<file path="config.mk">
export PLATFORM = sky130hd
export DESIGN_NAME = uart_rx
export DESIGN_NICKNAME = d
export VERILOG_FILES = /design/src/rtl/uart_pkg.sv /design/src/rtl/uart_rx_sync.sv /design/src/rtl/uart_rx.sv
export SDC_FILE = /design/constraint.sdc
export NUM_CORES = 1
export LEC_CHECK = 0
export ABC_CLOCK_PERIOD_IN_PS = 1770
export BUFFER_PORTS_ARGS = -buffer_cell sky130_fd_sc_hd__buf_2
export CAP_MARGIN = 30
export CORE_MARGIN = 2
export CORE_UTILIZATION = 52
export DETAILED_ROUTE_END_ITERATION = 8
export PLACE_DENSITY = 0.84
export SYNTH_ARGS = -nofsm -noshare
export SYNTH_HDL_FRONTEND = slang
export SYNTH_SLANG_ARGS = --single-unit
</file>
<file path="constraint.sdc">
create_clock -name i_clk -period 1.77 [get_ports i_clk]
set_input_delay 0.177 -clock i_clk [delete_from_list [all_inputs] [get_ports i_clk]]
set_output_delay 0.177 -clock i_clk [all_outputs]
set_load 0.03 [all_outputs]
</file>
<file path="src/rtl/uart_pkg.sv">
// rtl/uart_pkg.sv - shared UART constants and receiver state encoding
package uart_pkg;

    localparam int OVERSAMPLE      = 16;
    localparam int DBIT_DEFAULT    = 8;
    localparam int SB_TICK_DEFAULT = 16;

    typedef logic [2:0] rx_state_t;

    localparam rx_state_t ST_IDLE   = 3'd0;
    localparam rx_state_t ST_START  = 3'd1;
    localparam rx_state_t ST_DATA   = 3'd2;
    localparam rx_state_t ST_PARITY = 3'd3;
    localparam rx_state_t ST_STOP   = 3'd4;

endpackage

</file>
<file path="src/rtl/uart_rx_sync.sv">
// rtl/uart_rx_sync.sv - two-flop synchronizer for an idle-high serial line
module uart_rx_sync (
    input  logic i_clk,
    input  logic i_reset,
    input  logic i_d,
    output logic o_q
);

    logic meta;

    // Reset to 1 so a freshly reset receiver sees an idle line, not a start bit.
    always_ff @(posedge i_clk or posedge i_reset) begin
        if (i_reset) begin
            meta <= 1'b1;
            o_q  <= 1'b1;
        end else begin
            meta <= i_d;
            o_q  <= meta;
        end
    end

endmodule

</file>
<file path="src/rtl/uart_rx.sv">
// rtl/uart_rx.sv - oversampling UART receiver with optional parity and break handling
module uart_rx
    import uart_pkg::*;
#(
    parameter int DBIT       = DBIT_DEFAULT,
    parameter int SB_TICK    = SB_TICK_DEFAULT,
    parameter int PARITY_EN  = 0,
    parameter int PARITY_ODD = 0
) (
    input  logic            i_clk,
    input  logic            i_reset,
    input  logic            i_s_tick,
    input  logic            i_rx,
    output logic [DBIT-1:0] o_data,
    output logic            o_rx_done_tick,
    output logic            o_frame_err,
    output logic            o_parity_err
);

    localparam int NW = $clog2(DBIT);
    localparam logic [NW-1:0] N_LAST = NW'(DBIT - 1);
    localparam logic [4:0]    S_MID  = 5'(OVERSAMPLE / 2 - 1);
    localparam logic [4:0]    S_BIT  = 5'(OVERSAMPLE - 1);
    localparam logic [4:0]    S_STOP = 5'(SB_TICK - 1);
    localparam logic          HAS_PARITY = (PARITY_EN != 0);
    localparam logic          ODD_INV    = (PARITY_ODD != 0);

    logic rx_s;

    uart_rx_sync u_sync (
        .i_clk   (i_clk),
        .i_reset (i_reset),
        .i_d     (i_rx),
        .o_q     (rx_s)
    );

    rx_state_t       state_q, state_d;
    logic [4:0]      s_q, s_d;
    logic [NW-1:0]   n_q, n_d;
    logic [DBIT-1:0] b_q, b_d;
    logic            par_q, par_d;
    logic            pbit_q, pbit_d;
    logic            stop_q, stop_d;
    logic            armed_q, armed_d;
    logic            done_q, done_d;

    always_comb begin
        state_d = state_q;
        s_d     = s_q;
        n_d     = n_q;
        b_d     = b_q;
        par_d   = par_q;
        pbit_d  = pbit_q;
        stop_d  = stop_q;
        armed_d = armed_q;
        done_d  = 1'b0;
        case (state_q)
            ST_IDLE: begin
                if (rx_s) begin
                    armed_d = 1'b1;
                end else if (armed_q) begin
                    state_d = ST_START;
                    s_d     = 5'd0;
                end
            end
            ST_START: begin
                if (i_s_tick) begin
                    if (s_q == S_MID) begin
                        s_d = 5'd0;
                        if (!rx_s) begin
                            state_d = ST_DATA;
                            n_d     = '0;
                            par_d   = 1'b0;
                        end else begin
                            state_d = ST_IDLE;
                        end
                    end else begin
                        s_d = s_q + 5'd1;
                    end
                end
            end
            ST_DATA: begin
                if (i_s_tick) begin
                    if (s_q == S_BIT) begin
                        b_d   = {rx_s, b_q[DBIT-1:1]};
                        s_d   = 5'd0;
                        par_d = par_q ^ rx_s;
                        if (n_q == N_LAST) begin
                            state_d = HAS_PARITY ? ST_PARITY : ST_STOP;
                        end else begin
                            n_d = n_q + NW'(1);
                        end
                    end else begin
                        s_d = s_q + 5'd1;
                    end
                end
            end
            ST_PARITY: begin
                if (i_s_tick) begin
                    if (s_q == S_BIT) begin
                        pbit_d  = rx_s;
                        s_d     = 5'd0;
                        state_d = ST_STOP;
                    end else begin
                        s_d = s_q + 5'd1;
                    end
                end
            end
            ST_STOP: begin
                if (i_s_tick) begin
                    if (s_q == S_STOP) begin
                        stop_d  = rx_s;
                        s_d     = 5'd0;
                        state_d = ST_IDLE;
                        done_d  = 1'b1;
                        // A low stop bit means a break may be in progress: wait for idle first.
                        if (!rx_s) begin
                            armed_d = 1'b0;
                        end
                    end else begin
                        s_d = s_q + 5'd1;
                    end
                end
            end
            default: begin
                state_d = ST_IDLE;
                s_d     = 5'd0;
            end
        endcase
    end

    always_ff @(posedge i_clk or posedge i_reset) begin
        if (i_reset) begin
            state_q        <= ST_IDLE;
            s_q            <= 5'd0;
            n_q            <= '0;
            b_q            <= '0;
            par_q          <= 1'b0;
            pbit_q         <= 1'b0;
            stop_q         <= 1'b1;
            armed_q        <= 1'b1;
            done_q         <= 1'b0;
            o_data         <= '0;
            o_rx_done_tick <= 1'b0;
            o_frame_err    <= 1'b0;
            o_parity_err   <= 1'b0;
        end else begin
            state_q        <= state_d;
            s_q            <= s_d;
            n_q            <= n_d;
            b_q            <= b_d;
            par_q          <= par_d;
            pbit_q         <= pbit_d;
            stop_q         <= stop_d;
            armed_q        <= armed_d;
            done_q         <= done_d;
            o_rx_done_tick <= done_q;
            // Shift register cannot move until the next frame's data state, so it is stable here.
            if (done_q) begin
                o_data       <= b_q;
                o_frame_err  <= ~stop_q;
                o_parity_err <= HAS_PARITY ? (par_q ^ pbit_q ^ ODD_INV) : 1'b0;
            end
        end
    end

endmodule

</file>
==> impl_metrics.json <==
{
  "outcome": "complete, but fails checks",
  "failed_checks": "DRC",
  "leakagePower_nw": 0.945,
  "antenna_found_initial": 0,
  "min_period_over_period_pct": 98.1,
  "instances_no_fill": 185,
  "setup_tns_ns": 0,
  "start_util_pct": 55.8,
  "ys_warn_count": 0,
  "ir_drop_uv": 858,
  "syn_to_final_growth_pct": 20.1,
  "path_buf_inv": 0,
  "crit_path_start_kind": "flop",
  "synth_seq_cells": 34,
  "async_flop_share_pct": 100,
  "avgSynthCellArea_um2": 12.3,
  "synth_area_mm2": 0.00157,
  "drv_cap": 0,
  "crit_family": "simple AND/OR/NAND/NOR gates",
  "cp_cell_sequence": "ha_2 -> ha_4 -> nor2_4 -> a2bb2oi_1 -> or4_4 -> mux2_4",
  "finalMaxSlewViolations": 0,
  "slowest_delay_ns": 0.43,
  "worst-endpoint-arrival_ns": 1.96,
  "ys_types": 38,
  "syn_inst": 127,
  "postRouteAntennaNets": 0,
  "utilization_pct": 67.0,
  "first_pass_iters": 6,
  "numCtsBuffers": 5,
  "hpwl_mm": 1.90,
  "grt_max_degree": 35,
  "gr-total-overflow": 0,
  "cts_buffer_depth": 2,
  "min_path_type": "in2reg",
  "wire_per_inst_um": 15.1,
  "nFillCells": 216,
  "wl_mm": 2.79,
  "power_mw": 2.19,
  "die_w_um": 58.9,
  "path_max_fanout": 3,
  "clock.fmax_mhz": 576,
  "drtIter0Drc": 29,
  "layout.nets": 161,
  "final_cell_mix": "30 x dfrtp_1, 17 x mux2_2, 13 x buf_2",
  "clkTransAtPathRegs_ns": 0.10,
  "final_common_cell": "dfrtp_1",
  "cts.sinks": 34,
  "portBuffers": 13,
  "track_usage_pct": 18.8,
  "synth_flop_cell": "dfrtp_1",
  "crit_type": "reg2reg",
  "seq_area_frac_synth_pct": 54.7,
  "crit_path_end_kind": "flop",
  "core_mm2": 0.00281,
  "grt_pass1_wl_mm": 4.80,
  "grt_pass1_vias": 1065,
  "cts_root_buffer": "clkbuf_4",
  "synth_top_area_cell": "dfrtp_1",
  "skew_ns": 0.00596,
  "cts_tree": "built",
  "finalHoldViolations": 0,
  "rsz0062_at_grt": "yes",
  "setup_viol": 0,
  "fp.dieArea_mm2": 0.00347,
  "drt-vias-per-instance": 5.81,
  "clk_latency_ns": 0.33,
  "netlist_top_cells_area": "dfrtp_1 48%, mux2_2 13%, dfstp_2 6.7%, ha_1 3.2%, a22o_1 2.2%",
  "fin_crit_ns": 1.74,
  "boundaryPins": 15,
  "h-tree-depth": 2,
  "yosysTopAreaCellShare_pct": 48.0,
  "place_inst": 172,
  "slowest_stage": "or4_4",
  "rows": 19,
  "vias": 1075,
  "required_ns": 2.00,
  "fp.dieH_um": 58.9,
  "drcViolationCount": 1,
  "synth_edf_count": 0,
  "antenna_cells": 0,
  "drive_above_1_share_pct": 40.3,
  "power.density_mw_per_mm2": 1170,
  "gp_congestion": 0.745,
  "syn-num-nets": 135
}
-- power breakdown --
| group | total (mW) | internal, mW | switching, mW | leakage [nW] |
|---|---|---|---|---|
| sequential | 0.995 | 0.872 | 0.122 | 0.450 |
| combinational | 0.469 | 0.232 | 0.237 | 0.437 |
| clock | 0.731 | 0.478 | 0.252 | 0.0585 |
| total | 2.19 | 1.58 | 0.611 | 0.945 |
-- worst paths after layout --
kind,slack [ns],cells past startpoint,endpoint,from
worst max-delay path,0.03,6,n_q[0],n_q[0]
worst min-delay path,0.18,2,s_q[4],i_s_tick
worst max register to register,0.03,6,n_q[0],n_q[0]
worst min register to register,0.36,0,u_sync.o_q,u_sync.meta
max in group asynchronous,0.97,4,u_sync.o_q,i_reset
min in group asynchronous,0.46,4,s_q[3],i_reset
-- synth_stat cells, types with 3 or more instances --
cell type  number
a22o_1          4
dfrtp_1        30
dfstp_2         4
ha_1            4
inv_1           5
mux2_2         18
nand2_1         6
nand2b_1        3
nor2_1          8
o21ai_0         6
xnor2_1         3
-- routing by layer --
layer / track usage, % / part of all wire, % / vias to the layer above
li1: - / - / 508
met1: 23.5 / 43 / 544
met2: 29.5 / 52 / 19
met3: 7.25 / 3.6 / 4
met4: 6.82 / 1.3 / 0
met5: 0 / 0 / -
-- cell type report --
class / count / area [um^2] / area share (%)
clock buffers: 6 / 51.3 / 2.73
clock inverters: 2 / 60.1 / 3.20
inverters: 5 / 18.8 / 0.999
multi-input cells: 82 / 694 / 37.0
flip-flops and latches: 34 / 856 / 45.5
well taps: 31 / 38.8 / 2.06
repair buffers: 25 / 160 / 8.52
-- sequential cells by signal, indices dropped and copies added (netlist names) --
register,flops
b_q,8
o_data,8
s_q,5
n_q,3
state_q,3
armed_q,1
done_q,1
o_frame_err,1
o_rx_done_tick,1
stop_q,1
u_sync.meta,1
u_sync.o_q,1
-- metrics by stage --
step / area, um^2 / worst slack, ns / hold WS [ns]
after floorplan: 1570 / 0.0291 / 0.181
after global placement: 1690 / 0.00842 / 0.277
after detailed placement: 1690 / -0.0691 / 0.285
after CTS: 1840 / 0.00309 / 0.167
after global routing: 1880 / -0.0473 / 0.169
final: 1880 / 0.0328 / 0.177
-- logic make-up after synthesis --
group / after synthesis / synth area share (%)
xor gates and xnor gates: 3 / 1.68
other: 1 / 0.240
and+or+nand+nor: 35 / 13.8
muxes: 19 / 13.6
AOI/OAI and AO/OA: 20 / 9.51
DFF: 34 / 54.7
buffers and inverters: 11 / 3.28
adders and majority gates: 4 / 3.20
-- timing repair --
| action | in CTS | in global routing |
|---|---|---|
| gates cloned | 0 | 0 |
| hold endpoints to repair | 31 | 0 |
| resized for setup | 3 | 5 |
| setup buffers | 2 | 1 |
| endpoints found under the setup margin | 3 | 12 |
| hold buffers | 2 | 0 |
| pin swaps | 1 | 1 |
Power figures use the tool's default switching activity.
